File: config.mk
export PLATFORM = sky130hd
export DESIGN_NAME = instr_bus_xbar_flat
export DESIGN_NICKNAME = d
export VERILOG_FILES = /design/src/rtl/instr_bus_xbar_if.sv /design/src/rtl/instr_bus_xbar.sv /design/src/flat_wrapper.sv
export SDC_FILE = /design/constraint.sdc
export NUM_CORES = 1
export LEC_CHECK = 0
export CAP_MARGIN = 20
export CORE_AREA = 2 2 90 92
export DETAILED_ROUTE_END_ITERATION = 6
export DIE_AREA = 0 0 92 94
export DONT_BUFFER_PORTS = 1
export GPL_ROUTABILITY_DRIVEN = 0
export HOLD_SLACK_MARGIN = 0.08
export PLACE_DENSITY = 0.37
export SLEW_MARGIN = 15
export SYNTH_ARGS = -nofsm -noshare
export SYNTH_HDL_FRONTEND = slang
export SYNTH_SLANG_ARGS = --single-unit
File: constraint.sdc
create_clock -name clk -period 3.63 [get_ports clk]
set_input_delay 0.5445 -clock clk [delete_from_list [all_inputs] [get_ports clk]]
set_output_delay 0.5445 -clock clk [all_outputs]
set_load 0.05 [all_outputs]
File: src/rtl/instr_bus_xbar_if.sv
// rtl/instr_bus_xbar_if.sv - fetch port, ROM port and RAM port bundle for instr_bus_xbar
interface instr_bus_xbar_if;
  // core fetch port
  logic        instr_req_i;
  logic        instr_gnt_o;
  logic [31:0] instr_addr_i;
  logic        instr_rvalid_o;
  logic [31:0] instr_rdata_o;
  logic [6:0]  instr_rdata_intg_o;
  logic        instr_err_o;
  // boot ROM port
  logic        rom_req_o;
  logic        rom_gnt_i;
  logic [31:0] rom_addr_o;
  logic        rom_rvalid_i;
  logic [31:0] rom_rdata_i;
  logic [6:0]  rom_rdata_intg_i;
  logic        rom_err_i;
  // SRAM port
  logic        ram_req_o;
  logic        ram_gnt_i;
  logic [31:0] ram_addr_o;
  logic        ram_rvalid_i;
  logic [31:0] ram_rdata_i;
  logic [6:0]  ram_rdata_intg_i;
  logic        ram_err_i;
  // sticky protocol-violation flag
  logic        proto_err_o;

  modport slave (
    input  instr_req_i, instr_addr_i,
    output instr_gnt_o, instr_rvalid_o, instr_rdata_o, instr_rdata_intg_o, instr_err_o,
    output rom_req_o, rom_addr_o,
    input  rom_gnt_i, rom_rvalid_i, rom_rdata_i, rom_rdata_intg_i, rom_err_i,
    output ram_req_o, ram_addr_o,
    input  ram_gnt_i, ram_rvalid_i, ram_rdata_i, ram_rdata_intg_i, ram_err_i,
    output proto_err_o
  );

  modport master (
    output instr_req_i, instr_addr_i,
    input  instr_gnt_o, instr_rvalid_o, instr_rdata_o, instr_rdata_intg_o, instr_err_o,
    input  rom_req_o, rom_addr_o,
    output rom_gnt_i, rom_rvalid_i, rom_rdata_i, rom_rdata_intg_i, rom_err_i,
    input  ram_req_o, ram_addr_o,
    output ram_gnt_i, ram_rvalid_i, ram_rdata_i, ram_rdata_intg_i, ram_err_i,
    input  proto_err_o
  );
endinterface

File: src/rtl/instr_bus_xbar.sv
// rtl/instr_bus_xbar.sv - instruction fetch decoder with in-order response routing
module instr_bus_xbar #(
  parameter int unsigned MAX_OUTSTANDING = 2,
  parameter logic [31:0] ROM_BASE = 32'h0000_0000,
  parameter logic [31:0] ROM_MASK = 32'hFFFF_0000,
  parameter logic [31:0] RAM_BASE = 32'h0001_0000,
  parameter logic [31:0] RAM_MASK = 32'hFFFF_0000
) (
  input  logic              clk,
  input  logic              rst,
  instr_bus_xbar_if.slave   bus
);

  localparam int unsigned PW = (MAX_OUTSTANDING > 1) ? $clog2(MAX_OUTSTANDING) : 1;
  localparam int unsigned CW = PW + 1;
  localparam logic [CW-1:0] MAX_CNT = CW'(MAX_OUTSTANDING);

  typedef enum logic [1:0] {
    TAG_ROM = 2'd0,
    TAG_RAM = 2'd1,
    TAG_ERR = 2'd2
  } tag_e;

  logic [PW-1:0] wr_ptr_q, rd_ptr_q;
  logic [CW-1:0] count_q;
  tag_e          tag_q [MAX_OUTSTANDING];
  logic          proto_err_q;

  logic sel_rom, sel_ram, unmapped;
  logic full, nonempty;
  logic push, pop;
  tag_e push_tag, head_tag;
  logic head_rom, head_ram;
  logic stray;

  assign sel_rom  = (bus.instr_addr_i & ROM_MASK) == ROM_BASE;
  assign sel_ram  = ((bus.instr_addr_i & RAM_MASK) == RAM_BASE) && !sel_rom;
  assign unmapped = !sel_rom && !sel_ram;

  assign full     = (count_q == MAX_CNT);
  assign nonempty = (count_q != '0);
  assign head_tag = tag_q[rd_ptr_q];
  assign head_rom = nonempty && (head_tag == TAG_ROM);
  assign head_ram = nonempty && (head_tag == TAG_RAM);

  // Both slaves see the raw fetch address; only the decoded one gets req.
  assign bus.rom_addr_o = bus.instr_addr_i;
  assign bus.ram_addr_o = bus.instr_addr_i;

  // Request routing and grant return; everything is blocked in reset or when full.
  always_comb begin
    bus.rom_req_o   = 1'b0;
    bus.ram_req_o   = 1'b0;
    bus.instr_gnt_o = 1'b0;
    push_tag        = TAG_ERR;
    if (rst && bus.instr_req_i && !full) begin
      if (sel_rom) begin
        bus.rom_req_o   = 1'b1;
        bus.instr_gnt_o = bus.rom_gnt_i;
        push_tag        = TAG_ROM;
      end else if (sel_ram) begin
        bus.ram_req_o   = 1'b1;
        bus.instr_gnt_o = bus.ram_gnt_i;
        push_tag        = TAG_RAM;
      end else if (unmapped) begin
        bus.instr_gnt_o = 1'b1;
        push_tag        = TAG_ERR;
      end
    end
  end

  assign push = bus.instr_gnt_o;

  // Response steering by the oldest outstanding tag; data is zero unless valid.
  always_comb begin
    bus.instr_rvalid_o     = 1'b0;
    bus.instr_rdata_o      = '0;
    bus.instr_rdata_intg_o = '0;
    bus.instr_err_o        = 1'b0;
    if (rst && nonempty) begin
      case (head_tag)
        TAG_ROM: begin
          if (bus.rom_rvalid_i) begin
            bus.instr_rvalid_o     = 1'b1;
            bus.instr_rdata_o      = bus.rom_rdata_i;
            bus.instr_rdata_intg_o = bus.rom_rdata_intg_i;
            bus.instr_err_o        = bus.rom_err_i;
          end
        end
        TAG_RAM: begin
          if (bus.ram_rvalid_i) begin
            bus.instr_rvalid_o     = 1'b1;
            bus.instr_rdata_o      = bus.ram_rdata_i;
            bus.instr_rdata_intg_o = bus.ram_rdata_intg_i;
            bus.instr_err_o        = bus.ram_err_i;
          end
        end
        TAG_ERR: begin
          bus.instr_rvalid_o = 1'b1;
          bus.instr_err_o    = 1'b1;
        end
        default: begin
          bus.instr_rvalid_o = 1'b0;
        end
      endcase
    end
  end

  assign pop = bus.instr_rvalid_o;

  // A slave response is stray unless that slave owns the head entry.
  assign stray = (bus.rom_rvalid_i && !head_rom) || (bus.ram_rvalid_i && !head_ram);

  // Tracking FIFO pointers and occupancy; pointers wrap naturally at the power-of-two depth.
  always_ff @(posedge clk) begin
    if (!rst) begin
      wr_ptr_q <= '0;
      rd_ptr_q <= '0;
      count_q  <= '0;
    end else begin
      if (push) wr_ptr_q <= wr_ptr_q + PW'(1);
      if (pop)  rd_ptr_q <= rd_ptr_q + PW'(1);
      count_q <= count_q + CW'(push) - CW'(pop);
    end
  end

  // Tag storage needs no reset: entries are only read while count says they are live.
  always_ff @(posedge clk) begin
    if (push) tag_q[wr_ptr_q] <= push_tag;
  end

  // Sticky protocol-violation flag, cleared only by reset.
  always_ff @(posedge clk) begin
    if (!rst) begin
      proto_err_q <= 1'b0;
    end else if (stray) begin
      proto_err_q <= 1'b1;
    end
  end

  assign bus.proto_err_o = proto_err_q;

endmodule

File: src/flat_wrapper.sv
// flat-port wrapper written by rule: the top's interface ports become plain ports
module instr_bus_xbar_flat 
#(
  parameter int unsigned MAX_OUTSTANDING = 2,
  parameter logic [31:0] ROM_BASE = 32'h0000_0000,
  parameter logic [31:0] ROM_MASK = 32'hFFFF_0000,
  parameter logic [31:0] RAM_BASE = 32'h0001_0000,
  parameter logic [31:0] RAM_MASK = 32'hFFFF_0000
)
  (clk, rst, bus_instr_req_i, bus_instr_addr_i, bus_instr_gnt_o, bus_instr_rvalid_o, bus_instr_rdata_o, bus_instr_rdata_intg_o, bus_instr_err_o, bus_rom_req_o, bus_rom_addr_o, bus_rom_gnt_i, bus_rom_rvalid_i, bus_rom_rdata_i, bus_rom_rdata_intg_i, bus_rom_err_i, bus_ram_req_o, bus_ram_addr_o, bus_ram_gnt_i, bus_ram_rvalid_i, bus_ram_rdata_i, bus_ram_rdata_intg_i, bus_ram_err_i, bus_proto_err_o);
  instr_bus_xbar_if bus_i ();
  input  logic clk;
  input  logic rst;
  input wire logic [$bits(bus_i.instr_req_i)-1:0] bus_instr_req_i;
  input wire logic [$bits(bus_i.instr_addr_i)-1:0] bus_instr_addr_i;
  output wire logic [$bits(bus_i.instr_gnt_o)-1:0] bus_instr_gnt_o;
  output wire logic [$bits(bus_i.instr_rvalid_o)-1:0] bus_instr_rvalid_o;
  output wire logic [$bits(bus_i.instr_rdata_o)-1:0] bus_instr_rdata_o;
  output wire logic [$bits(bus_i.instr_rdata_intg_o)-1:0] bus_instr_rdata_intg_o;
  output wire logic [$bits(bus_i.instr_err_o)-1:0] bus_instr_err_o;
  output wire logic [$bits(bus_i.rom_req_o)-1:0] bus_rom_req_o;
  output wire logic [$bits(bus_i.rom_addr_o)-1:0] bus_rom_addr_o;
  input wire logic [$bits(bus_i.rom_gnt_i)-1:0] bus_rom_gnt_i;
  input wire logic [$bits(bus_i.rom_rvalid_i)-1:0] bus_rom_rvalid_i;
  input wire logic [$bits(bus_i.rom_rdata_i)-1:0] bus_rom_rdata_i;
  input wire logic [$bits(bus_i.rom_rdata_intg_i)-1:0] bus_rom_rdata_intg_i;
  input wire logic [$bits(bus_i.rom_err_i)-1:0] bus_rom_err_i;
  output wire logic [$bits(bus_i.ram_req_o)-1:0] bus_ram_req_o;
  output wire logic [$bits(bus_i.ram_addr_o)-1:0] bus_ram_addr_o;
  input wire logic [$bits(bus_i.ram_gnt_i)-1:0] bus_ram_gnt_i;
  input wire logic [$bits(bus_i.ram_rvalid_i)-1:0] bus_ram_rvalid_i;
  input wire logic [$bits(bus_i.ram_rdata_i)-1:0] bus_ram_rdata_i;
  input wire logic [$bits(bus_i.ram_rdata_intg_i)-1:0] bus_ram_rdata_intg_i;
  input wire logic [$bits(bus_i.ram_err_i)-1:0] bus_ram_err_i;
  output wire logic [$bits(bus_i.proto_err_o)-1:0] bus_proto_err_o;
  assign bus_i.instr_req_i = bus_instr_req_i;
  assign bus_i.instr_addr_i = bus_instr_addr_i;
  assign bus_instr_gnt_o = bus_i.instr_gnt_o;
  assign bus_instr_rvalid_o = bus_i.instr_rvalid_o;
  assign bus_instr_rdata_o = bus_i.instr_rdata_o;
  assign bus_instr_rdata_intg_o = bus_i.instr_rdata_intg_o;
  assign bus_instr_err_o = bus_i.instr_err_o;
  assign bus_rom_req_o = bus_i.rom_req_o;
  assign bus_rom_addr_o = bus_i.rom_addr_o;
  assign bus_i.rom_gnt_i = bus_rom_gnt_i;
  assign bus_i.rom_rvalid_i = bus_rom_rvalid_i;
  assign bus_i.rom_rdata_i = bus_rom_rdata_i;
  assign bus_i.rom_rdata_intg_i = bus_rom_rdata_intg_i;
  assign bus_i.rom_err_i = bus_rom_err_i;
  assign bus_ram_req_o = bus_i.ram_req_o;
  assign bus_ram_addr_o = bus_i.ram_addr_o;
  assign bus_i.ram_gnt_i = bus_ram_gnt_i;
  assign bus_i.ram_rvalid_i = bus_ram_rvalid_i;
  assign bus_i.ram_rdata_i = bus_ram_rdata_i;
  assign bus_i.ram_rdata_intg_i = bus_ram_rdata_intg_i;
  assign bus_i.ram_err_i = bus_ram_err_i;
  assign bus_proto_err_o = bus_i.proto_err_o;
  instr_bus_xbar #(.MAX_OUTSTANDING(MAX_OUTSTANDING), .ROM_BASE(ROM_BASE), .ROM_MASK(ROM_MASK), .RAM_BASE(RAM_BASE), .RAM_MASK(RAM_MASK)) u_core (.clk(clk), .rst(rst), .bus(bus_i));
endmodule
# Yosys cells after proc, flatten, opt, wreduce, memory -nomap -nowiden
# Memories as Yosys holds them, arrays and structs flattened. A register that Yosys moved wholly into a read port is not among the register bits.
# Index checks and enable logic that the tools add are counted.
classes:
  n_reduce_logical: 18
  add_sub_neg: 4
  n_lt_le_gt_ge: 0
  div_mod_pow: 0
  shift: 0
  mux: 32
  bitwise_logic: 0
  n_eq_ne: 4
  n_mul: 0
ops:
  columns: ["cell", "n"]
  rows:
  - ["$mux 32", 3]
  - ["$pmux 32 s2", 1]
  - ["$logic_not 32->1", 1]
  - ["$mux 7", 3]
  - ["$mux 1", 19]
  - ["$eq 16x1->1 const B", 1]
  - ["$pmux 7 s2", 1]
  - ["$logic_and 1x1->1", 9]
  - ["$mux 2", 3]
  - ["$pmux 1 s3", 2]
  - ["$logic_not 1->1", 5]
  - ["$eq 2x2->1 const B", 2]
  - ["$add 1x1->1 const B", 2]
  - ["$add 2x1->2", 1]
  - ["$eq 2x1->1 const B", 1]
  - ["$logic_not 2->1", 1]
  - ["$reduce_bool 2->1", 1]
  - ["$sub 2x1->2", 1]
  - ["$logic_or 1x1->1", 1]
word_totals:
  out_inout_bits: 109
  regBits: 5
  mem_bits_ro: 0
  n_memories: 1
  ram_bits: 4
  latchBits: 0
memory_table:
  columns: ["name", "words", "word_bits", "rd", "rd_clocked_by_memory_dff", "write_ports", "line", "source"]
  rows:
  - ["u_core.tag_q", 2, 2, 1, 1, 1, "instr_bus_xbar.sv:26", "tag_e tag_q [MAX_OUTSTANDING];"]

# Depth between registers and ports, before layout
# Gate-level depths: netlist of run 1.
logic_depth:
  ltp_word: 11
  mapped_depth: 9
  depth_no_buf: 8

# Worst setup path after synthesis of run 1
# Ideal clock, no wire load.
synth_path:
  path_kind: "in2out"
  from: "input port rst"
  to: "output port bus_instr_rdata_intg_o[0]"
  path_slack_ps: 1095
  n_path_buf: 3
  stages: 6
  arrival_ps: 1991
  t_required_ps: 3086
  cell_sequence: "buf_2 > nor2b_1 > nand2_1 > clkbuf_1 > buf_2 > nor2_1"
synth_between:
  elab_chain_cells: 2
synth_lines:
  columns: ["element", "line", "source"]
  rows:
  - ["start, declared", "flat_wrapper.sv:13", "input logic rst;"]
  - ["$logic_and 1x1->1", "instr_bus_xbar.sv:80", "if (rst && nonempty) begin"]
  - ["$mux 7", "instr_bus_xbar.sv:80", null]
  - ["end, declared", "flat_wrapper.sv:19", "output wire logic [$bits(bus_i.instr_rdata_intg_o)-1:0] bus_instr_rdata_intg_o;"]
# Every way passes these cells.

==> out/qor.csv, run 1 <==
metric,value,unit
outcome,"complete, no violations",
yosys.area.top_type_share,29.1,%
critPathLaunchType,register,
clock_latency,0.23,ns
drtIter0Drc,34,
p_comb_share,34.4,%
synth_common_cells,"buf_4, nor2_1, a22oi_1",
clock-sinks,10,
setup_viol,0,
synth_edf_count,4,
die_w,92,um
cts_buffers,3,
post_cts.repair.setup_buffers,0,
rows,32,
postCtsHoldBufs,0,
hpwl,4.05,mm
power_density,265,mW/mm^2
netlist_instances,222,
cp_common_cell,buf_4,
grt_overflow_total,0,
yosysSeqAreaShare,14.5,%
num-fill-cells,839,
hold_path.class,input pin to register,
slowest_delay,0.47,ns
final_nets,317,
yosysMostFrequentCell,buf_4,
routedWlPerCell,16.7,um
die_h,94,um
p_int,0.000275,W
worstPathMaxFanout,39,
dp_cells,293,
path_class,register to primary output,
synth_top_cell_by_area,buf_4,
cts.repair.resized,0,
diodes,0,
min_period,2.74,ns
grt_use_total,10.1,%
syn_avg_cell_area,7.44,um^2
critPathSlowestCell,dfxtp_1,
ios,228,
fin_skew,0.000855,ns
yosysWarnings,0,
ys_ff_latch,10,
period_share,75.3,%
pre_cts_slack,1.16,ns
grt_pass1_wl,6.80,mm
required,3.09,ns
die-area,0.00865,mm^2
ant_nets,0,
post_synth_num_cell_types,35,
fmax,366,MHz
drv_cap,0,
vias,1390,
synthFlopType,dfxtp_1,
grt_start_max_net_pins,42,
finalWirelength,4.97,mm
grt_antenna_before_repair,0,
cp.arrival,2.19,ns
core-area,0.00761,mm^2
drc_errors,0,
fin_tns_setup,0,ns
cts_tree,built,
cts_buffer_depth,2,
synth.area.top_cells,"buf_4, a22oi_1, nor2_1",
grt_pass1_vias,1347,
hold_viol_final,0,
cp_cell_sequence,mux2i_1 -> and3_1 -> buf_4 -> a22oi_1 -> nor2_1 -> buf_4,
cp-end-kind,primary output,
slew_headroom,64.7,%
final_cell_count_no_fill,297,
slew_viol_final,0,
syn_to_final_growth,-1.52,%
worst_slack,0.895,ns
initial_core_util,21.7,%
seqPwrFrac,38.9,%
tightest_slew,0.529,ns
port_buffers,0,
first_pass_iters,4,
p_sw_share,36.3,%
power_frac_clock,26.6,%
synth_area,0.00165,mm^2
htree_levels,1,
rsz0062_at_grt,false,
clk_pin_slew,0.05,ns
final_layout_size_suffix_gt1_share,31.3,%
power.static_leakage,0.531,nW
power_switching,0.000157,W
root_buffer,clkbuf_8,
async_reset_ff_share,0,%
via_per_inst,4.68,
syn_nets,343,
ir_drop,0.110,mV
## critical path: cells and delay by family (launching register included)
family	cells	cell delay (ns)
buf+inv	2	0.60
flops	1	0.47
mux	1	0.42
simple gates	2	0.33
compound gates	1	0.13
## per-stage QoR
stage | utilization, % | hold slack [ns] | total power (W) | area, um^2
after floorplan | - | 0.437 | 0.000479 | 1650
after global placement | 20.8 | 0.451 | 0.000320 | 1580
after detailed placement | 20.8 | 0.454 | 0.000321 | 1580
after CTS | 21.4 | 0.428 | 0.000438 | 1630
after global routing | 21.4 | 0.430 | 0.000465 | 1630
final | 21.4 | 0.433 | 0.000431 | 1630
## routing by layer
metal / routed length (um) / track usage [%] / up-vias
met5: 0 / 0 / -
met4: 102 / 5.10 / 0
met3: 458 / 2.09 / 19
met2: 2590 / 18.5 / 112
met1: 1820 / 10.9 / 603
li1: - / - / 656
## sequential cells by signal, summed over array words and instances (netlist names), named ones only
register	count
u_core.tag_q	4
u_core.count_q	2
u_core.bus.proto_err_o	1
u_core.rd_ptr_q	1
u_core.wr_ptr_q	1
## worst paths after layout
kind / start / to / slack (ns) / cells past startpoint
hold reg to reg: u_core.rd_ptr_q / u_core.rd_ptr_q / 0.46 / 1
setup / recovery: register / bus_instr_rdata_o[3] / 0.89 / 6
setup reg to reg: register / u_core.count_q[1] / 1.22 / 10
hold / removal: rst / u_core.count_q[0] / 0.43 / 1
## power by group through the flow
stage	logic (W)	clock network, W	registers (W)
after floorplan	0.000316	0	0.000162
after global placement	0.000151	0	0.000170
after detailed placement	0.000151	0	0.000170
after global routing	0.000169	0.000126	0.000171
final	0.000149	0.000115	0.000168
after CTS	0.000152	0.000119	0.000168
## cells by family (layout without fill, tap and decap cells)
group,after synthesis,in the layout,synth area share [%]
DFF,10,10,14.5
muxes,6,6,3.71
buffers and inverters,83,56,34.8
and+or+nand+nor,69,69,18.5
xor gates and xnor gates,2,2,1.06
AOI/OAI and AO/OA,50,50,25.9
adders and majority gates,2,2,1.51
## cell type report
cell class | instances | area (um^2) | area share, %
inverters | 6 | 22.5 | 1.38
clock inverters | 1 | 3.75 | 0.231
flip-flops and latches | 10 | 240 | 14.8
clock buffers | 3 | 41.3 | 2.54
multi-input cells | 129 | 846 | 52.0
well taps | 102 | 128 | 7.85
repair buffers | 46 | 345 | 21.2
## layout by cell type (no fill, tap or decap), types with 2 or more instances in the layout
master and instances:
a22oi_1 30, a22oi_2 10, and2_1 2, buf_4 46, clkbuf_8 3, dfxtp_1 6
edfxtp_1 4, ha_1 2, inv_1 6, mux2i_1 5, nand2_1 6, nor2_1 46
nor3_1 2, nor4_1 4, o21a_1 3, xnor2_1 2
No activity file was read; power rests on OpenSTA's default activity.
==> inputs of run 2 (changes only) <==
--- a/config.mk
+++ b/config.mk
@@ -12,7 +12,7 @@
 export DONT_BUFFER_PORTS = 1
 export GPL_ROUTABILITY_DRIVEN = 0
 export HOLD_SLACK_MARGIN = 0.08
-export PLACE_DENSITY = 0.37
+export PLACE_DENSITY = 0.38
 export SLEW_MARGIN = 15
 export SYNTH_ARGS = -nofsm -noshare
 export SYNTH_HDL_FRONTEND = slang
==> constraint.sdc (replaced) <==
create_clock -name clk -period 2.3 [get_ports clk]
set_input_delay 0.345 -clock clk [delete_from_list [all_inputs] [get_ports clk]]
set_output_delay 0.345 -clock clk [all_outputs]
set_load 0.05 [all_outputs]
==> out/qor.csv, run 2 (synthesis results as in run 1) <==
metric,value,unit
worstPathMaxFanout,19,
power.static_leakage,0.637,nW
drv_cap,0,
ios,228,
cp.arrival,1.84,ns
htree_levels,1,
clock_latency,0.23,ns
hpwl,3.96,mm
clock-sinks,10,
ir_drop,0.259,mV
largest-register,u_core.tag_q,
grt_pass1_vias,1329,
power,0.000767,W
syn_to_final_growth,14.5,%
slew_viol_final,0,
power_frac_clock,23.8,%
hold_path.class,input pin to register,
drtIter0Drc,64,
vias,1473,
period_share,95.1,%
tightest_slew,0.527,ns
diodes,0,
largest_register_ff_count,4,
p_sw_share,35.8,%
die_w,92,um
routedWlPerCell,16.7,um
reg_top3,"u_core.tag_q (4), u_core.count_q (2)",
seqPwrFrac,34.0,%
grt_use_total,10.6,%
grt_start_max_net_pins,40,
grt_overflow_total,0,
cp-end-kind,primary output,
required,1.96,ns
fin_tns_setup,0,ns
ant_nets,0,
path_class,register to primary output,
die_h,94,um
initial_core_util,21.7,%
grt_pass1_wl,6.98,mm
fin_skew,0.00107,ns
num-fill-cells,836,
clk_pin_slew,0.05,ns
power_switching,0.000274,W
drc_errors,0,
rsz0062_at_grt,false,
cts_tree,built,
min_period,2.19,ns
cts_buffers,3,
slew_headroom,64.8,%
first_pass_iters,4,
hold_viol_final,0,
setup_viol,0,
final_layout_size_suffix_gt1_share,38.1,%
p_comb_share,42.3,%
outcome,"complete, no violations",
postCtsHoldBufs,0,
final_common_cell,buf_4,
p_int,0.000492,W
finalWirelength,5.20,mm
core-area,0.00761,mm^2
final_nets,332,
cts_buffer_depth,2,
via_per_inst,4.72,
grt_antenna_before_repair,0,
multi_input_area,888,um^2
power_density,405,mW/mm^2
critPathLaunchType,register,
root_buffer,clkbuf_8,
fmax,457,MHz
port_buffers,0,
final_cell_mix,"buf_4, nor2_1, a22oi_1, a22oi_2, buf_6",
register_area,244,um^2
final_util,24.9,%
rows,32,
die-area,0.00865,mm^2
## run 2: worst max-delay path: stages, from the launching register on
cell       delay, ns
dfxtp_4         0.34
buf_6           0.12
mux2i_4         0.25
and3_4          0.22
bufbuf_16       0.30
a22oi_1         0.08
nor2_1          0.12
buf_6           0.17
## run 2: final timing paths
kind,end,slack (ns),startpoint,cells after the start
worst max-delay path,bus_instr_rdata_o[4],0.11,register,7
worst min-delay path,u_core.bus.proto_err_o,0.23,rst,1
worst max register to register,u_core.count_q[1],0.17,u_core.tag_q[0][1],9
worst min register to register,u_core.rd_ptr_q,0.46,u_core.rd_ptr_q,1
## run 2: what timing repair did
item	CTS	global route
resized for setup	8	7
hold endpoints to repair	0	0
setup buffers	3	7
setup endpoints to repair	43	40
pin swaps	2	4
gates cloned	2	0
## run 2: power by group through the flow
stage | Clock [W] | Combinational, W | Sequential [W]
final | 0.000182 | 0.000324 | 0.000260
after global routing | 0.000197 | 0.000355 | 0.000266
after CTS | 0.000189 | 0.000295 | 0.000272
after detailed placement | 0 | 0.000270 | 0.000262
after global placement | 0 | 0.000267 | 0.000261
after floorplan | 0 | 0.000499 | 0.000256
## run 2: routing by layer
metal / vias to the layer above / wire [um] / global-route usage [%]
li1: 691 / - / -
met1: 646 / 1840 / 10.9
met2: 124 / 2750 / 20.1
met3: 12 / 514 / 2.65
met4: 0 / 93 / 4.48
met5: - / 0 / 0
## run 2: through the flow
stage | setup WS [ns] | hold WS (ns) | cell area, um^2 | cells
4_1_cts | 0.00741 | 0.226 | 1800 | 305
3_3_place_gp | -0.0258 | 0.452 | 1630 | 296
3_5_place_dp | -0.0766 | 0.456 | 1630 | 296
2_1_floorplan | 0.00745 | 0.437 | 1650 | 222
5_1_grt | 0.0129 | 0.230 | 1890 | 312
6_report | 0.112 | 0.229 | 1890 | 312
## run 2: area by class of cell
| cell class | instances | share of cell area (%) |
|---|---|---|
| Clock buffer | 3 | 2.18 |
| Clock inverter | 1 | 0.198 |
| Inverter | 6 | 1.19 |
| Multi-Input combinational cell | 130 | 47.0 |
| Sequential cell | 10 | 12.9 |
| Tap cell | 102 | 6.75 |
| Timing Repair Buffer | 60 | 29.8 |
==> inputs of run 3 (changes only) <==
--- a/config.mk
+++ b/config.mk
@@ -6,13 +6,13 @@
 export NUM_CORES = 1
 export LEC_CHECK = 0
 export CAP_MARGIN = 20
-export CORE_AREA = 2 2 90 92
+export CORE_AREA = 2 2 87 89
 export DETAILED_ROUTE_END_ITERATION = 6
-export DIE_AREA = 0 0 92 94
+export DIE_AREA = 0 0 89 91
 export DONT_BUFFER_PORTS = 1
 export GPL_ROUTABILITY_DRIVEN = 0
 export HOLD_SLACK_MARGIN = 0.08
-export PLACE_DENSITY = 0.38
+export PLACE_DENSITY = 0.39
 export SLEW_MARGIN = 15
 export SYNTH_ARGS = -nofsm -noshare
 export SYNTH_HDL_FRONTEND = slang
==> constraint.sdc (replaced) <==
create_clock -name clk -period 1.9 [get_ports clk]
set_input_delay 0.285 -clock clk [delete_from_list [all_inputs] [get_ports clk]]
set_output_delay 0.285 -clock clk [all_outputs]
set_load 0.05 [all_outputs]
==> out/qor.csv, run 3 (synthesis results as in run 1) <==
metric,value,unit
outcome,finished with violations,
violations,setup timing,
whs_endpoint,u_core.bus.proto_err_o,
routedWlPerCell,16.0,um
p_sw_share,36.0,%
diodes,0,
core-area,0.00714,mm^2
postCtsHoldBufs,0,
p_comb_share,44.4,%
slowest_delay,0.35,ns
hold_path.class,input pin to register,
hold_viol_final,0,
drv_cap,0,
grt_use_total,10.4,%
p_int,0.000612,W
r2r_slack,-0.07,ns
power_switching,0.000344,W
worstPathMaxFanout,20,
grt_antenna_before_repair,0,
reg_top3,"u_core.tag_q (4), u_core.count_q (2)",
syn_to_final_growth,60.5,%
power.static_leakage,0.752,nW
setup_viol,42,
die-area,0.00810,mm^2
grt_overflow_total,0,
met3_length,595,um
rows,31,
crit_family,buffers and inverters,
reg2reg_from,u_core.tag_q[1][1],
largest_register_ff_count,4,
crit_buf_inv,3,
seqPwrFrac,33.2,%
final_common_cell,buf_12,
clk_pin_slew,0.04,ns
cp_cell_sequence,buf_6 -> mux2i_4 -> and3_4 -> buf_12 -> a22oi_1 -> nor2_4 -> buf_12,
final_layout_size_suffix_gt1_share,59.6,%
cp-end-kind,primary output,
final_nets,330,
die_h,91,um
hold_start,rst,
topRoutingLayerUsed,met4,
clock-sinks,10,
cts_buffers,3,
vias,1463,
cp.arrival,1.76,ns
met2_length,2.60,mm
grt_pass1_wl,6.74,mm
ios,228,
worst_slack,-0.141,ns
finalWirelength,4.91,mm
cts_tree,built,
via_per_inst,4.77,
fin_tns_setup,-4.53,ns
power_frac_clock,22.5,%
path_class,register to primary output,
rsz0062_at_grt,true,
period_share,107,%
root_buffer,clkbuf_8,
r2r_cells,8,
pre_cts_slack,-0.0726,ns
holdPathStages,1,
drtIter0Drc,35,
dpl_cell_area,0.00250,mm^2
final_cell_mix,"buf_12, nor2_4, a22oi_1, nor2_2, a22oi_2",
fmax,490,MHz
required,1.62,ns
critPathSlowestCell,dfxtp_4,
cts_buffer_depth,2,
power,0.000957,W
drc_errors,0,
min_period,2.04,ns
power_density,361,mW/mm^2
htree_levels,1,
final_util,37.1,%
tightest_slew,0.524,ns
fin_skew,0.00142,ns
clock_latency,0.22,ns
hpwl,4.11,mm
first_pass_iters,4,
cp_common_cell,buf_12,
die_w,89,um
grt_pass1_vias,1319,
r2r_end,u_core.count_q[1],
initial_core_util,23.1,%
largest-register,u_core.tag_q,
ant_nets,0,
port_buffers,0,
wl_met1,1.69,mm
critPathLaunchType,register,
ir_drop,0.459,mV
slew_headroom,65.0,%
grt_start_max_net_pins,28,
slew_viol_final,0,
design_area,0.00265,mm^2
-- run 3: metal layers --
| layer | vias up | track usage [%] |
|---|---|---|
| met2 | 110 | 19.7 |
| met3 | 2 | 3.09 |
| met5 | - | 0 |
| met4 | 0 | 1.87 |
| li1 | 693 | - |
| met1 | 658 | 11.4 |
-- run 3: how the worst max path moves through the flow --
stage | start | to | slack [ns] | cells after the start
5_1_grt | register | bus_instr_rdata_o[2] | -0.23 | 7
3_5_place_dp | bus_instr_addr_i[21] | u_core.count_q[0] | -0.07 | 7
4_1_cts | u_core.tag_q[0][1] | bus_instr_rdata_o[6] | -0.15 | 7
6_report | register | bus_instr_rdata_o[16] | -0.14 | 7
3_3_place_gp | register | u_core.count_q[1] | 0.004 | 8
2_1_floorplan | register | u_core.count_q[1] | -0.12 | 8
-- run 3: final cells by class --
type | instances | area [um^2]
inverters | 6 | 26.3
fillers | 739 | 4490
well taps | 99 | 124
multi-input cells | 129 | 1150
repair buffers | 59 | 1060
flip-flops and latches | 10 | 244
clock buffers | 4 | 45.0
-- run 3: what timing repair did --
action | in CTS | in global routing
cloned | 1 | 1
pin swaps | 3 | 3
resized for setup | 7 | 4
endpoints found under the setup margin | 42 | 44
setup buffers | 1 | 0
-- run 3: power groups by stage --
stage,clock [W],sequential (W),combinational [W]
after global routing,0.000234,0.000326,0.000463
final,0.000215,0.000317,0.000424
after CTS,0.000220,0.000319,0.000410
after detailed placement,0,0.000321,0.000391
after global placement,0,0.000320,0.000388
after floorplan,0,0.000315,0.000639
-- run 3: through the flow --
step	std cells	hold WS, ns
6_report	307	0.179
5_1_grt	307	0.178
4_1_cts	306	0.177
3_5_place_dp	300	0.409
3_3_place_gp	300	0.406
2_1_floorplan	222	0.426
